`src/rtl/game_state_ctrl.sv`:
```
// rtl/game_state_ctrl.sv - game flow controller committing screen changes on vblank rising edges
package vga_pkg;
  typedef enum logic [1:0] {
    START    = 2'd0,
    GAME     = 2'd1,
    PLAYER_1 = 2'd2,
    PLAYER_2 = 2'd3
  } state;
endpackage

module game_state_ctrl
  import vga_pkg::*;
#(
  parameter int WIN_HOLD_FRAMES = 300,
  parameter int SYNC_STAGES     = 2
) (
  input  logic clk,
  input  logic rst,
  input  logic start_btn,
  input  logic p1_win,
  input  logic p2_win,
  input  logic vblnk,
  output state screen,
  output logic game_rst,
  output logic screen_chg
);

  localparam int CW = $clog2(WIN_HOLD_FRAMES + 1);
  localparam logic [CW-1:0] CNT_MAX = CW'(WIN_HOLD_FRAMES - 1);

  logic [SYNC_STAGES-1:0] sync_q, sync_d;
  logic                   btn_q, btn_d;
  logic                   vblnk_q, vblnk_d;
  logic                   pending_q, pending_d;
  state                   target_q, target_d;
  logic                   p1_lat_q, p1_lat_d;
  logic                   p2_lat_q, p2_lat_d;
  logic [CW-1:0]          frame_cnt_q, frame_cnt_d;
  state                   screen_q, screen_d;
  logic                   game_rst_q, game_rst_d;
  logic                   screen_chg_q, screen_chg_d;

  logic start_evt;
  logic vblnk_rise;
  logic commit;
  logic p1_any;
  logic p2_any;
  logic on_win_screen;

  assign start_evt     = sync_q[SYNC_STAGES-1] & ~btn_q;
  assign vblnk_rise    = vblnk & ~vblnk_q;
  assign commit        = vblnk_rise & pending_q;
  assign p1_any        = p1_lat_q | p1_win;
  assign p2_any        = p2_lat_q | p2_win;
  assign on_win_screen = (screen_q == PLAYER_1) || (screen_q == PLAYER_2);

  // Next-state: button sync, request capture, frame-boundary commit, hold counter
  always_comb begin
    sync_d       = {sync_q[SYNC_STAGES-2:0], start_btn};
    btn_d        = sync_q[SYNC_STAGES-1];
    vblnk_d      = vblnk;
    pending_d    = pending_q;
    target_d     = target_q;
    p1_lat_d     = p1_lat_q;
    p2_lat_d     = p2_lat_q;
    frame_cnt_d  = frame_cnt_q;
    screen_d     = screen_q;
    game_rst_d   = 1'b0;
    screen_chg_d = 1'b0;

    // Win flags are only meaningful while a game is running.
    if (screen_q == GAME) begin
      p1_lat_d = p1_any;
      p2_lat_d = p2_any;
    end

    if (commit) begin
      // The pending request was raised on an earlier cycle; apply it now.
      screen_d     = target_q;
      pending_d    = 1'b0;
      screen_chg_d = 1'b1;
      game_rst_d   = (target_q == GAME);
      frame_cnt_d  = '0;
      if (target_q != GAME) begin
        p1_lat_d = 1'b0;
        p2_lat_d = 1'b0;
      end
    end else begin
      if (vblnk_rise && on_win_screen && (frame_cnt_q != CNT_MAX)) begin
        frame_cnt_d = frame_cnt_q + CW'(1);
      end
      // Only one request may be outstanding; later events are dropped.
      if (!pending_q) begin
        unique case (screen_q)
          START: begin
            if (start_evt) begin
              pending_d = 1'b1;
              target_d  = GAME;
            end
          end
          GAME: begin
            if (p1_any || p2_any) begin
              pending_d = 1'b1;
              target_d  = p1_any ? PLAYER_1 : PLAYER_2;
            end
          end
          PLAYER_1, PLAYER_2: begin
            if (start_evt || (vblnk_rise && (frame_cnt_q == CNT_MAX))) begin
              pending_d = 1'b1;
              target_d  = START;
            end
          end
          default: screen_d = START;
        endcase
      end
    end
  end

  // State register with asynchronous reset
  always_ff @(posedge clk or posedge rst) begin
    if (rst) begin
      sync_q       <= '0;
      btn_q        <= 1'b0;
      vblnk_q      <= 1'b0;
      pending_q    <= 1'b0;
      target_q     <= START;
      p1_lat_q     <= 1'b0;
      p2_lat_q     <= 1'b0;
      frame_cnt_q  <= '0;
      screen_q     <= START;
      game_rst_q   <= 1'b0;
      screen_chg_q <= 1'b0;
    end else begin
      sync_q       <= sync_d;
      btn_q        <= btn_d;
      vblnk_q      <= vblnk_d;
      pending_q    <= pending_d;
      target_q     <= target_d;
      p1_lat_q     <= p1_lat_d;
      p2_lat_q     <= p2_lat_d;
      frame_cnt_q  <= frame_cnt_d;
      screen_q     <= screen_d;
      game_rst_q   <= game_rst_d;
      screen_chg_q <= screen_chg_d;
    end
  end

  assign screen     = screen_q;
  assign game_rst   = game_rst_q;
  assign screen_chg = screen_chg_q;

endmodule

```
`config.mk`:
```
export PLATFORM = sky130hd
export DESIGN_NAME = game_state_ctrl
export DESIGN_NICKNAME = d
export VERILOG_FILES = /design/src/rtl/game_state_ctrl.sv
export SDC_FILE = /design/constraint.sdc
export NUM_CORES = 1
export LEC_CHECK = 0
export CAP_MARGIN = 5
export CORE_UTILIZATION = 58
export DETAILED_ROUTE_END_ITERATION = 8
export GPL_TIMING_DRIVEN = 0
export PLACE_DENSITY = 0.86
export RECOVER_POWER = 50
export SLEW_MARGIN = 15
export SYNTH_ARGS = -nofsm -noshare
export SYNTH_HDL_FRONTEND = slang
export SYNTH_SLANG_ARGS = --single-unit
```
`constraint.sdc`:
```
create_clock -name clk -period 4.84 [get_ports clk]
set_input_delay 0.968 -clock clk [delete_from_list [all_inputs] [get_ports clk]]
set_output_delay 0.968 -clock clk [all_outputs]
set_load 0.005 [all_outputs]
```
---- Word-level counts from Yosys, hierarchy flattened ----
Index checks and enable logic that the tools add are counted.
W data, S select, Z words.
word-level totals
  register bits ........................... 22
  input port bits ......................... 6
  output and inout port bits .............. 4
  word-level logic and storage cells ...... 62
operators by class
  $add $sub $neg .......................... 1
  eq/ne operators ......................... 10
  multiplexer cells ....................... 21
  bitwise operators ....................... 9
  reductions and logical operators ........ 10
operators with widths
  kind                   number
  $mux W9                2
  $mux W1                14
  $add A9 B1 Y9 const B  1
  $eq A9 B9 Y1 const B   1
  $ne A9 B9 Y1 const B   1
  $mux W2                3
  $pmux W2 S3            1
  $reduce_and A5 Y1      1
  $eq A2 B1 Y1 const B   2
  $eq A2 B2 Y1 const B   2
  $ne A2 B1 Y1 const B   2
  $ne A2 B2 Y1 const B   2
  $not A1 Y1             4
  $and A1 B1 Y1          3
  $logic_and A1 B1 Y1    3
  $logic_or A1 B1 Y1     3
  $pmux W1 S3            1
  $logic_not A2 Y1       1
  $or A1 B1 Y1           2
  $reduce_bool A2 Y1     1
  $reduce_or A2 Y1       1

---- Depth between registers and ports, before layout ----
  word-level depth ........................ 8
  mapped depth ............................ 6
  gate-level depth less buffers ........... 5

---- Worst setup path after synthesis ----
Ideal clock, no wire load.
  kind .................................... input to register
  from .................................... in p1_win
  to ...................................... reg target_q[0]
  library setup time ...................... 0.122 ns
  arrival ................................. 1.795 ns
  data required time ...................... 4.718 ns
  path slack .............................. 2.924 ns
  stages .................................. 3
  path buffers ............................ 0
  cell sequence ........................... o41ai_1 -> a31oi_1 -> a32o_1
between the ends
  longest elaborated chain between the ends .. 4
  elaborated cells between the ends (all ways) .. 7
  classes of those cells .................. 1 x eq/ne; 3 x mux; 1 x bitwise; 2 x reduce/logical
RTL lines
  item                                              RTL line  text
  from (decl)                                       20        input logic p1_win,
  $or A1 B1 Y1 (*)                                  53        assign p1_any = p1_lat_q | p1_win;
  $mux W1 or $logic_or A1 B1 Y1 (tied branches)     104, 102
  $mux W2 or $ne A2 B1 Y1 (tied branches)           -
  $pmux W2 S3 or $reduce_and A5 Y1 (tied branches)  -
  to (signal assigned)                              138       target_q <= target_d;
  to (decl)                                         35        state target_q, target_d;
Every way passes the cells marked *; elsewhere a longest branch is shown, timed or not. The select of a mux whose other input is x is not followed.
A chain may end at the register's enable or synchronous reset.

---- Final worst setup path ----
  from .................................... reg screen_q[1], in the netlist screen[1]
  to ...................................... out screen[1]
RTL lines
  item                    RTL line  text
  from (decl)             39        state screen_q, screen_d;
  from (signal assigned)  142       screen_q <= screen_d;
  to (decl)               23        output state screen,
No word-level cell between the ends.

==> results.md <==
- Status: finished, violations left
- Violated checks: DRC
- Slowest cell on crit path: clkdlybuf4s50_1
- NumNets Final: 114
- Mean post-synth cell area: 10.7 um2
- WL final: between 1.5 and 2 mm
- Count leader, synth: dfrtp_1
- CTS Sinks: 22
- DP Wirelength: roughly 1.3 mm
- Final max-slew violation count: 0
- Post-CTS sizing: 0
- Worst R2R End: pending_q
- Final setup fails: 0
- Slew @ Worst Pin: 0.797 ns
- Die area: 1890 um2
- Leak: approximately 0.0005 uW
- Antenna diodes: 0
- Multi-input combinational cell area: roughly 430 um2
- Area leader, netlist: dfrtp_1
- Vias in the first global route: between 700 and 800
- CTS max path bufs: 2
- ANT nets after route: 0
- Critical path, cell by cell: clkdlybuf4s50_1
- R2r worst-path depth: 5
- Post-synth top area share: around 55%
- DRC violations left: 4
- Ys flop type: dfrtp_1
- Die W: ~44 um
- Pwr Total: between 500 and 600 uW
- Critical Path Start Type: flop
- Worst Setup EP: screen[1]
- H-tree levels: 1
- WP buf/inv: 1
- Max IR drop VDD: 289 uV
- Crit-path leading delay family: buffers and inverters
- YS warnings: 0
- First-pass GRT wire length: just over 3 mm
- Routed length per instance: between 10 and 15 um
- Routed via count: roughly 700
- Data required, critical path: roughly 3.9 ns
- # fillers: about 100
- Min Tclk post-route: 2.33 ns
- Syn Nets: 100
- Delay of the slowest critical-path stage: around 0.55 ns
- Hold Crit Class: reg -> reg
- Synth unique cells: 28
- Relative max-transition margin: between 40 and 50%
- DRT Pass-1 Iters: 6
- Total CTS buffers: 3
- Synthesized area: ~1000 um2
- FMAX: 429 MHz
- Drt via density: 5.86
- DIE HEIGHT: ~44 um
- Synth area leaders: dfrtp_1 (55%), nand2_1 (5.3%), xnor2_1 (4.4%)
- CTS root buf: clkbuf_4
- R2R setup slack: roughly 3.1 ns
- Grt total ovfl: 0
- R2r startpoint: frame_cnt_q[0]
- Pin count of the biggest net entering global routing: 23
- Post-synth ARST share: 100%
- Post-Synthesis Cells: just over 90
- Critical path class: reg -> out
- Area grow syn2layout: 16.3%
- Seq cells post-synth: 22
- Worst Setup End Kind: primary output
- Cell row count: 14
- Hold_buf cts: 0
- Final setup TNS: 0 ns
- Final critical-path share of the clock period: 48.2%
- EDFF count, synth: 0
- Core box area: about 1600 um2
- Worst-Skew Late Latency: roughly 0.31 ns
- CP Depth: 1
- Critical path origin: screen[1]
- Most frequent cells after synthesis: dfrtp_1 (22), nand2_1 (14), nor2_1 (10), xnor2_1 (5)
- Final hold violation count: 0
- PortBufs: 9
- Overall routing resource usage: around 22%
- Critical path peak fanout: 8
- Initial core utilization: 64.1%
- CTS tree: done
- Post-synthesis sequential area ratio: 55.1%
- Routability congestion estimate: between 0.7 and 0.8
- Clock transition at path regs: 0.13 ns
- Reg area: ~550 um2
- RSZ-0062 raised after global routing: false
- Power Density: about 460 nW/um2
- Max-cap viol count: 0
- Clock skew: 0.0145 ns
- Layout cells sized above 1: 9.43%
- IO Count: 10
- Initial antenna violation count: 0
- Crit path DAT: 1.37 ns
- Iter 0 DRT Violations: 24
- Post-CTS setup buffers: 0
-- kinds of logic after synthesis --
| family | after synthesis | synth area share [%] |
|---|---|---|
| adder cells (fa/ha/maj) | 1 | 1.25 |
| flip-flops | 22 | 55.1 |
| buffers and inverters | 5 | 2.00 |
| multiplexers | 2 | 2.00 |
| XOR/XNOR | 5 | 4.38 |
| AND/OR/NAND/NOR | 41 | 22.2 |
| AO/OA/AOI/OAI | 17 | 13.1 |
-- state kept, by name, indices dropped and copies added, names as in the netlist --
register	count
vblnk_q	1
p2_lat_q	1
btn_q	1
sync_q	2
screen_chg	1
frame_cnt_q	9
pending_q	1
game_rst	1
p1_lat_q	1
screen	2
target_q	2
-- cell usage in the layout, fill, tap and decap left out, types with 2 or more instances in the layout --
master,instances
o41ai_1,2
clkdlybuf4s50_1,6
a21oi_1,3
nor2_1,10
inv_1,4
xnor2_1,5
nand4_1,2
clkbuf_4,3
dfrtp_1,22
nor2b_1,4
mux2i_1,2
dlygate4sd3_1,3
nor4_2,2
nor3_1,2
nand2b_1,3
o21ai_0,4
nand2_1,14
-- cell type report --
type	count	area share (%)
clock buffers	3	1.94
flip-flops and latches	22	47.4
inverters	4	1.29
well taps	16	1.72
repair buffers	9	7.75
clock inverters	1	2.58
multi-input cells	66	36.9
plain buffers	1	0.431
-- report_power, final --
group / total (uW) / internal (uW) / switching (uW)
registers: 261 / 221 / 40.1
clock network: 138 / 83.7 / 53.9
logic: 134 / 66.6 / 67.4
total: 532 / 371 / 161
-- routing by layer --
layer	GRT usage, %	share of wire [%]
met5	0	0
met1	26.1	46
met4	5.00	1.7
met3	7.92	3.2
met2	39.7	49
-- metrics by stage --
step                      hold WS [ns]  utilization, %  setup slack, ns  cells  cell area, um2
after global placement           0.344            71.2             2.37    118            1110
after detailed placement         0.338            71.2             2.37    118            1110
final                            0.375            74.6             2.51    122            1160
after global routing             0.389            74.6             2.47    122            1160
after CTS                        0.378            74.6             2.51    122            1160
after floorplan                  0.331               -             2.92     93            1000
-- how the worst min path moves through the flow --
| stage | startpoint | end | slack (ns) | cells past startpoint |
|---|---|---|---|---|
| 6_report | sync_q[0] | sync_q[1] | 0.37 | 0 |
| 5_1_grt | sync_q[0] | sync_q[1] | 0.39 | 0 |
| 4_1_cts | sync_q[0] | sync_q[1] | 0.38 | 0 |
| 3_5_place_dp | sync_q[0] | sync_q[1] | 0.34 | 0 |
| 3_3_place_gp | sync_q[0] | sync_q[1] | 0.34 | 0 |
| 2_1_floorplan | sync_q[0] | sync_q[1] | 0.33 | 0 |
(Power assumes the default switching activity.)
